## config.mk

```make
export PLATFORM = sky130hd
export DESIGN_NAME = rr_arbiter_8
export DESIGN_NICKNAME = d
export VERILOG_FILES = /design/src/rtl/rr_arbiter_8.sv
export SDC_FILE = /design/constraint.sdc
export NUM_CORES = 1
export LEC_CHECK = 0
export ABC_AREA = 1
export BUFFER_PORTS_ARGS = -buffer_cell sky130_fd_sc_hd__buf_4
export CAP_MARGIN = 20
export CORE_UTILIZATION = 40
export DETAILED_ROUTE_END_ITERATION = 12
export GPL_TIMING_DRIVEN = 0
export PLACE_DENSITY_LB_ADDON = 0.2
export REMOVE_ABC_BUFFERS = 1
export SETUP_SLACK_MARGIN = 0.02
export SLEW_MARGIN = 30
export SYNTH_ARGS = -nofsm -noshare
export SYNTH_HDL_FRONTEND = slang
export SYNTH_SLANG_ARGS = --single-unit
```

## constraint.sdc

```tcl
create_clock -name clk -period 2.7 [get_ports clk]
set_input_delay 0.405 -clock clk [delete_from_list [all_inputs] [get_ports clk]]
set_output_delay 0.405 -clock clk [all_outputs]
set_load 0.005 [all_outputs]
```

## src/rtl/rr_arbiter_8.sv

```systemverilog
// Eight-way round-robin arbiter with a registered one-hot grant, release on
// done / dropped request / hold limit, and a one-cycle timeout pulse.
module rr_arbiter_8 #(
    parameter int MAX_HOLD = 16,
    parameter int CNT_W    = 8
) (
    input  logic       clk,
    input  logic       rst,
    input  logic [7:0] req,
    input  logic       done,
    output logic [7:0] grant,
    output logic [2:0] grant_idx,
    output logic       grant_valid,
    output logic       timeout
);

    typedef enum logic {S_IDLE, S_GRANT} state_t;

    state_t             r_state, w_state_nxt;
    logic [2:0]         r_ptr, w_ptr_nxt;
    logic [CNT_W-1:0]   r_cnt, w_cnt_nxt;
    logic [7:0]         r_grant, w_grant_nxt;
    logic [2:0]         r_idx, w_idx_nxt;
    logic               r_valid, w_valid_nxt;
    logic               r_timeout, w_timeout_nxt;

    logic [15:0]        w_dbl;
    logic [7:0]         w_rot;
    logic [2:0]         w_off;
    logic [2:0]         w_sel;
    logic               w_found;
    logic               w_rel_done, w_rel_drop, w_rel_lim;

    // Rotate req so the pointer position lands at bit 0; the lowest set bit
    // of the rotated vector is then the round-robin winner.
    always_comb begin
        w_dbl   = {req, req};
        w_rot   = 8'(w_dbl >> r_ptr);
        w_off   = 3'd0;
        w_found = |req;
        for (int i = 7; i >= 0; i--) begin
            if (w_rot[i]) w_off = 3'(i);
        end
        w_sel = r_ptr + w_off;
    end

    assign w_rel_done = done;
    assign w_rel_drop = ~req[r_idx];
    assign w_rel_lim  = (r_cnt == CNT_W'(MAX_HOLD - 1));

    always_comb begin
        w_state_nxt   = r_state;
        w_ptr_nxt     = r_ptr;
        w_cnt_nxt     = r_cnt;
        w_grant_nxt   = r_grant;
        w_idx_nxt     = r_idx;
        w_valid_nxt   = r_valid;
        w_timeout_nxt = 1'b0;
        case (r_state)
            S_IDLE: begin
                if (w_found) begin
                    w_grant_nxt = 8'b1 << w_sel;
                    w_idx_nxt   = w_sel;
                    w_valid_nxt = 1'b1;
                    w_cnt_nxt   = '0;
                    w_state_nxt = S_GRANT;
                end
            end
            S_GRANT: begin
                if (w_rel_done || w_rel_drop || w_rel_lim) begin
                    w_grant_nxt   = 8'h00;
                    w_valid_nxt   = 1'b0;
                    w_ptr_nxt     = r_idx + 3'd1;
                    w_cnt_nxt     = '0;
                    w_state_nxt   = S_IDLE;
                    w_timeout_nxt = w_rel_lim && !w_rel_done && !w_rel_drop;
                end else begin
                    w_cnt_nxt = r_cnt + 1'b1;
                end
            end
            default: w_state_nxt = S_IDLE;
        endcase
    end

    always_ff @(posedge clk or posedge rst) begin
        if (rst) begin
            r_state   <= S_IDLE;
            r_ptr     <= 3'd0;
            r_cnt     <= '0;
            r_grant   <= 8'h00;
            r_idx     <= 3'd0;
            r_valid   <= 1'b0;
            r_timeout <= 1'b0;
        end else begin
            r_state   <= w_state_nxt;
            r_ptr     <= w_ptr_nxt;
            r_cnt     <= w_cnt_nxt;
            r_grant   <= w_grant_nxt;
            r_idx     <= w_idx_nxt;
            r_valid   <= w_valid_nxt;
            r_timeout <= w_timeout_nxt;
        end
    end

    assign grant       = r_grant;
    assign grant_idx   = r_idx;
    assign grant_valid = r_valid;
    assign timeout     = r_timeout;

endmodule

```

==> flow_summary.ini, run 1 <==
[die]
start_util = 0.422
die_y_um = 67.2
row_count = 23
die_width_um = 67.2
dieArea_mm2 = 0.00451
ios = 24
coreArea_mm2 = 0.00403

[drt]
drcViolationCount = 0
drt_iter0_drc = 139
dr.pass1.iters = 4
routed-via-count = 1658
viasPerCell = 5.17
wirelength_um = 4020
postRouteAntennaNets = 0
wl_per_cell_um = 12.5

[yosys]
syn_area_mm2 = 0.00170
synth.area.top_cells = dfrtp_1 37%, nand2_1 17%, nand3_1 13%
synth_top_area_share = 0.368
ys.flop_type = dfrtp_1
ys_ff_latch = 25
synth_warnings = 0
synth_edf_count = 0
avgSynthCellArea_um2 = 7.02
ys_types = 31
synth_top_area_cell = dfrtp_1
seq_area_frac_synth = 0.368
async_reset_ff_frac = 1.00
syn-instance-count = 242

[timing]
post-route-min-period_ns = 2.62
slew_headroom = 0.655
fin_tns_setup_ns = 0
slew_violations = 0
skew_ns = 0.00263
finalCritPeriodShare = 0.971
setup_viol = 0
clock.fmax_ghz = 0.381
rsz0062_at_grt = yes
tightestPinTransition_ns = 0.517
finalHoldViolCount = 0

[final_layout]
diodes = 0
fin_nets = 287
area_growth_pct = 27.0
drive_above_1_share = 0.306
fin_cells = 321

[pwr]
powerDensity_mw_per_mm2 = 1230
total_power_mw = 2.66
ir_drop_mv = 0.562
power.leakage_nw = 1.07

[worst_setup_path]
worstPathRequired_ns = 2.91
start_kind = register
cp-end-kind = register
path_max_fanout = 8
arrival_ns = 2.83
path_class = reg2reg

[clock_network]
hold_buffers = 0
cts_sinks = 25
htreeDepth = 1
cts-root-buf = clkbuf_8
clk_pin_slew_worst_paths_ns = 0.09
clk_path_buf_depth = 2
clock_latency_ns = 0.27
cts_made_buffers = 3
tritoncts = done

[grt]
grt_pass1_vias = 1391
overflow = 0
grt_usage = 0.177
grt_max_degree = 26
grt_pass1_wl_um = 6070
antenna_found_initial = 0

[min_path]
worstHoldPathType = in2async

[placement]
place.gp.congestion = 0.840
placed_cells = 310
dp_hpwl_um = 2720
port_buffers = 23

[flow_run]
maxCapViolations = 0

[outcome]
status = complete, no violations
==> repair_timing <==
action / CTS / global route
setup endpoints to repair: 9 / 9
pin swaps: 1 / 5
gates resized for setup: 4 / 34
setup buffers: 4 / 3
==> routing by layer <==
layer	vias to the layer above	track usage	share of wire
li1	849	-	-
met1	766	0.262	0.50
met3	7	0.0287	0.040
met5	-	0	0
met4	0	0.0479	0.012
met2	36	0.266	0.45
==> placed cells by master, fill, tap and decap left out, types with 4 or more instances in the layout <==
cell type / netlist / layout
buf_4: 1 / 27
dfrtp_1: 25 / 22
inv_1: 18 / 15
inv_2: 2 / 5
nand2_1: 75 / 70
nand2_2: 7 / 10
nand3_1: 43 / 30
nand3_2: 1 / 12
nor2_1: 17 / 15
nor3_1: 5 / 5
o21ai_0: 9 / 9
o21ai_1: 7 / 7
xor2_1: 5 / 4
==> worst paths after layout <==
path	start	end	slack, ns	cells after the start
max in group asynchronous	rst	r_ptr[0]	2.16	2
worst max register to register	r_ptr[0]	grant[5]	0.08	18
worst min-delay path	rst	grant_valid	0.16	2
worst min register to register	grant_valid	grant_valid	0.51	2
min in group clk	done	timeout	0.41	4
worst max-delay path	r_ptr[0]	grant[5]	0.08	18
==> sequential cells by signal, indices dropped and copies added (netlist names) <==
name         count
r_state          1
grant            8
timeout          1
grant_valid      1
r_ptr            3
grant_idx        3
r_cnt            8
==> cell type report <==
class                           count  area (µm²)
Clock buffer                        3        41.3
Tap cell                           50        62.6
Multi-Input combinational cell    190        1080
Inverter                           22        90.1
Fill cell                         398        1870
Sequential cell                    25         629
Clock inverter                      1        7.51
Timing Repair Buffer               30         245
==> power by group <==
| part | internal [mW] | switching (mW) | total, mW |
|---|---|---|---|
| Combinational | 0.714 | 1.11 | 1.82 |
| Sequential | 0.477 | 0.135 | 0.611 |
| Clock | 0.105 | 0.123 | 0.227 |
| Total | 1.30 | 1.36 | 2.66 |
==> logic make-up after synthesis <==
| group | synth area share |
|---|---|
| and+or+nand+nor | 0.425 |
| buffers and inverters | 0.0714 |
| DFF | 0.368 |
| AOI/OAI and AO/OA | 0.0707 |
| xor gates and xnor gates | 0.0309 |
| adders and majority gates | 0.0339 |
==> cells in the mapped netlist, types with 3 or more instances <==
cell type,n
buf_2,3
dfrtp_1,25
ha_1,3
inv_1,18
nand2_1,75
nand2_2,7
nand3_1,43
nor2_1,17
nor2_2,3
nor3_1,5
o21ai_0,9
o21ai_1,7
xor2_1,5
==> metrics by stage <==
step	setup WS (ns)	utilization	hold slack (ns)	instance area (µm²)
2_1_floorplan	0.188	-	0.432	1670
3_3_place_gp	-0.0871	0.472	0.491	1900
3_5_place_dp	-0.0850	0.472	0.492	1900
4_1_cts	0.0435	0.492	0.377	1980
5_1_grt	-0.116	0.536	0.209	2160
6_report	0.0777	0.536	0.163	2160
==> critical path, stage by stage, from the launching register on <==
cell and delay (ns):
dfrtp_2 0.49, clkinv_4 0.11, nand2_1 0.08, nand3_1 0.11
nand3_1 0.11, nand2_2 0.10, inv_1 0.05, nand2_1 0.05
nand2_1 0.04, nand2_1 0.05, nand2_1 0.04, a21boi_1 0.12
ha_2 0.19, inv_2 0.04, fa_2 0.57, nand2_2 0.11
nor2_4 0.15, nand3_1 0.08, nand2_1 0.06
No activity file was read; power rests on OpenSTA's default activity.
==> run 2, diff against run 1 <==
- ABC_AREA: 1 -> unset
==> run 2 against run 1 <==
- synthesized area up 31%
- combinational power rose by 40%
- the flow now finishes with violations (setup timing)
- maximum frequency down 15%
- critical path depth is 8 lower
- sequential power rose by 4.3%
- worst hold slack better by 0.016 ns
- critical path type unchanged
- design area increased by 25%
- global-route usage grew 1.3 points
- via count up 16%
==> flow_summary.ini, run 2 <==
[outcome]
status = complete, but fails checks
failed_checks = setup timing

[timing]
finalHoldViolCount = 0
rsz0062_at_grt = yes
setup_ws_ns = -0.403
finalCritPeriodShare = 1.15
setup_viol = 9
fin_tns_setup_ns = -3.32
clock.fmax_ghz = 0.322
slew_headroom = 0.431
slew_violations = 0
tightestPinTransition_ns = 0.849
post-route-min-period_ns = 3.10
skew_ns = 0.00421

[grt]
grt_pass1_vias = 1783
grt_pass1_wl_um = 8980
grt_usage = 0.191
grt_max_degree = 26
overflow = 0
antenna_found_initial = 0

[drt]
dr.pass1.iters = 4
postRouteAntennaNets = 0
drcViolationCount = 0
wl_per_cell_um = 16.9
viasPerCell = 6.18
routed-via-count = 1917
wirelength_um = 5230
drt_iter0_drc = 142

[yosys]
syn_area_mm2 = 0.00222
syn-instance-count = 216
synth_top_area_cell = dfrtp_1
ys.flop_type = dfrtp_1
seq_area_frac_synth = 0.282
synth.area.top_cells = dfrtp_1 28%, mux4_1 13%, mux4_2 6.1%
yosysMostFrequentCell = dfrtp_1
ys_top_cells_by_count = 25 x dfrtp_1, 18 x inv_1, 17 x nand2_1, 13 x a21oi_1
synth_top_area_share = 0.282
async_reset_ff_frac = 1.00
synth_warnings = 0
avgSynthCellArea_um2 = 10.3
synth_edf_count = 0
ys_ff_latch = 25
ys_types = 49

[pwr]
powerDensity_mw_per_mm2 = 1260
ir_drop_mv = 0.488
total_power_mw = 3.41
power.leakage_nw = 1.10

[die]
die_y_um = 76.5
dieArea_mm2 = 0.00586
row_count = 26
coreArea_mm2 = 0.00524
start_util = 0.424
die_width_um = 76.5
ios = 24

[worst_setup_path]
arrival_ns = 3.29
r2r_cells = 10
worstPathRequired_ns = 2.89
path_max_fanout = 13
r2r-end = grant[5]
critical_path.slowest_cell = dfrtp_4
critical_path.cell_chain = inv_2 -> mux4_2 -> mux2_4 -> inv_1 -> o21ai_1 -> fa_2 -> xor2_4 -> and4_1 -> o2111ai_2 -> o221ai_2
cp-end-kind = register
path_class = reg2reg
path_buf_inv = 2
start_kind = register
max_stage_delay_ns = 0.58
r2r_start = r_ptr[1]
cpLargestDelayFamily = multiplexers
ff2ff_setup_slack_ns = -0.40

[final_layout]
postLayoutCoreUtil = 0.516
area_growth_pct = 21.7
diodes = 0
fin_nets = 256
drive_above_1_share = 0.383
final_cell_mix = 34 x buf_4, 22 x dfrtp_1, 17 x nand2_1
final_common_cell = buf_4

[clock_network]
clock_latency_ns = 0.27
htreeDepth = 1
tritoncts = done
cts-root-buf = clkbuf_8
clk_pin_slew_worst_paths_ns = 0.09
cts_sinks = 25
clk_path_buf_depth = 2
cts_made_buffers = 3

[placement]
port_buffers = 23
dp_hpwl_um = 3250
place.gp.congestion = 0.868

[flow_run]
maxCapViolations = 0

[min_path]
worstHoldPathType = in2async
[run 2: cell count changes in the layout (fill, tap and decap cells not counted), sizes merged, moves of 9 or more]
cell	before	now
nand2	83	17
nand3	44	5
mux4	0	17
a21oi	2	14
o21ai	16	6
o2111ai	0	9
[run 2: per-layer routing]
layer	track usage	vias to the layer above	part of all wire
met5	0	-	0
met4	0.0538	0	0.013
met3	0.0120	6	0.034
met2	0.314	52	0.50
met1	0.270	963	0.46
li1	-	896	-
[run 2: layout make-up]
| cell class | instances | area, µm² |
|---|---|---|
| fill | 477 | 2530 |
| multi-input combinational | 155 | 1560 |
| sequential | 25 | 637 |
| timing repair buffer | 37 | 307 |
| tap | 70 | 87.6 |
| inverter | 19 | 71.3 |
| clock buffer | 3 | 41.3 |
| clock inverter | 1 | 5.00 |
[run 2: what timing repair did]
action,CTS,global route
hold buffers,0,0
buffers inserted,14,0
pin swaps,6,7
gates cloned,1,0
setup endpoints to repair,11,10
gates resized for setup,26,6
[run 2: kinds of logic after synthesis]
kind of cell,after synthesis,share of synthesized area
and+or+nand+nor,65,0.158
muxes,28,0.244
AOI/OAI and AO/OA,52,0.194
DFF,25,0.282
xor gates and xnor gates,5,0.0197
adders and majority gates,4,0.0259
buffers and inverters,37,0.0760
[run 2: power by group]
part | switching [mW] | total, mW | internal, mW
Combinational | 1.30 | 2.54 | 1.24
Sequential | 0.150 | 0.637 | 0.486
Clock | 0.126 | 0.230 | 0.103
[run 2: how the worst max path moves through the flow]
stage	cells after the start	to	startpoint
after detailed placement	12	grant[3]	r_ptr[0]
after global placement	12	grant[3]	r_ptr[0]
after CTS	13	grant[7]	r_ptr[0]
final	10	grant[5]	r_ptr[1]
after floorplan	12	grant[1]	r_ptr[0]
after global routing	13	grant[5]	r_ptr[0]
[run 2: per-stage QoR]
stage / area, µm² / setup slack (ns) / hold WS, ns / instances
after floorplan: 2120 / -0.637 / 0.432 / 198
after global placement: 2380 / -1.22 / 0.517 / 291
after detailed placement: 2380 / -1.19 / 0.499 / 291
after CTS: 2670 / -0.432 / 0.196 / 310
after global routing: 2710 / -0.581 / 0.229 / 310
final: 2710 / -0.403 / 0.179 / 310
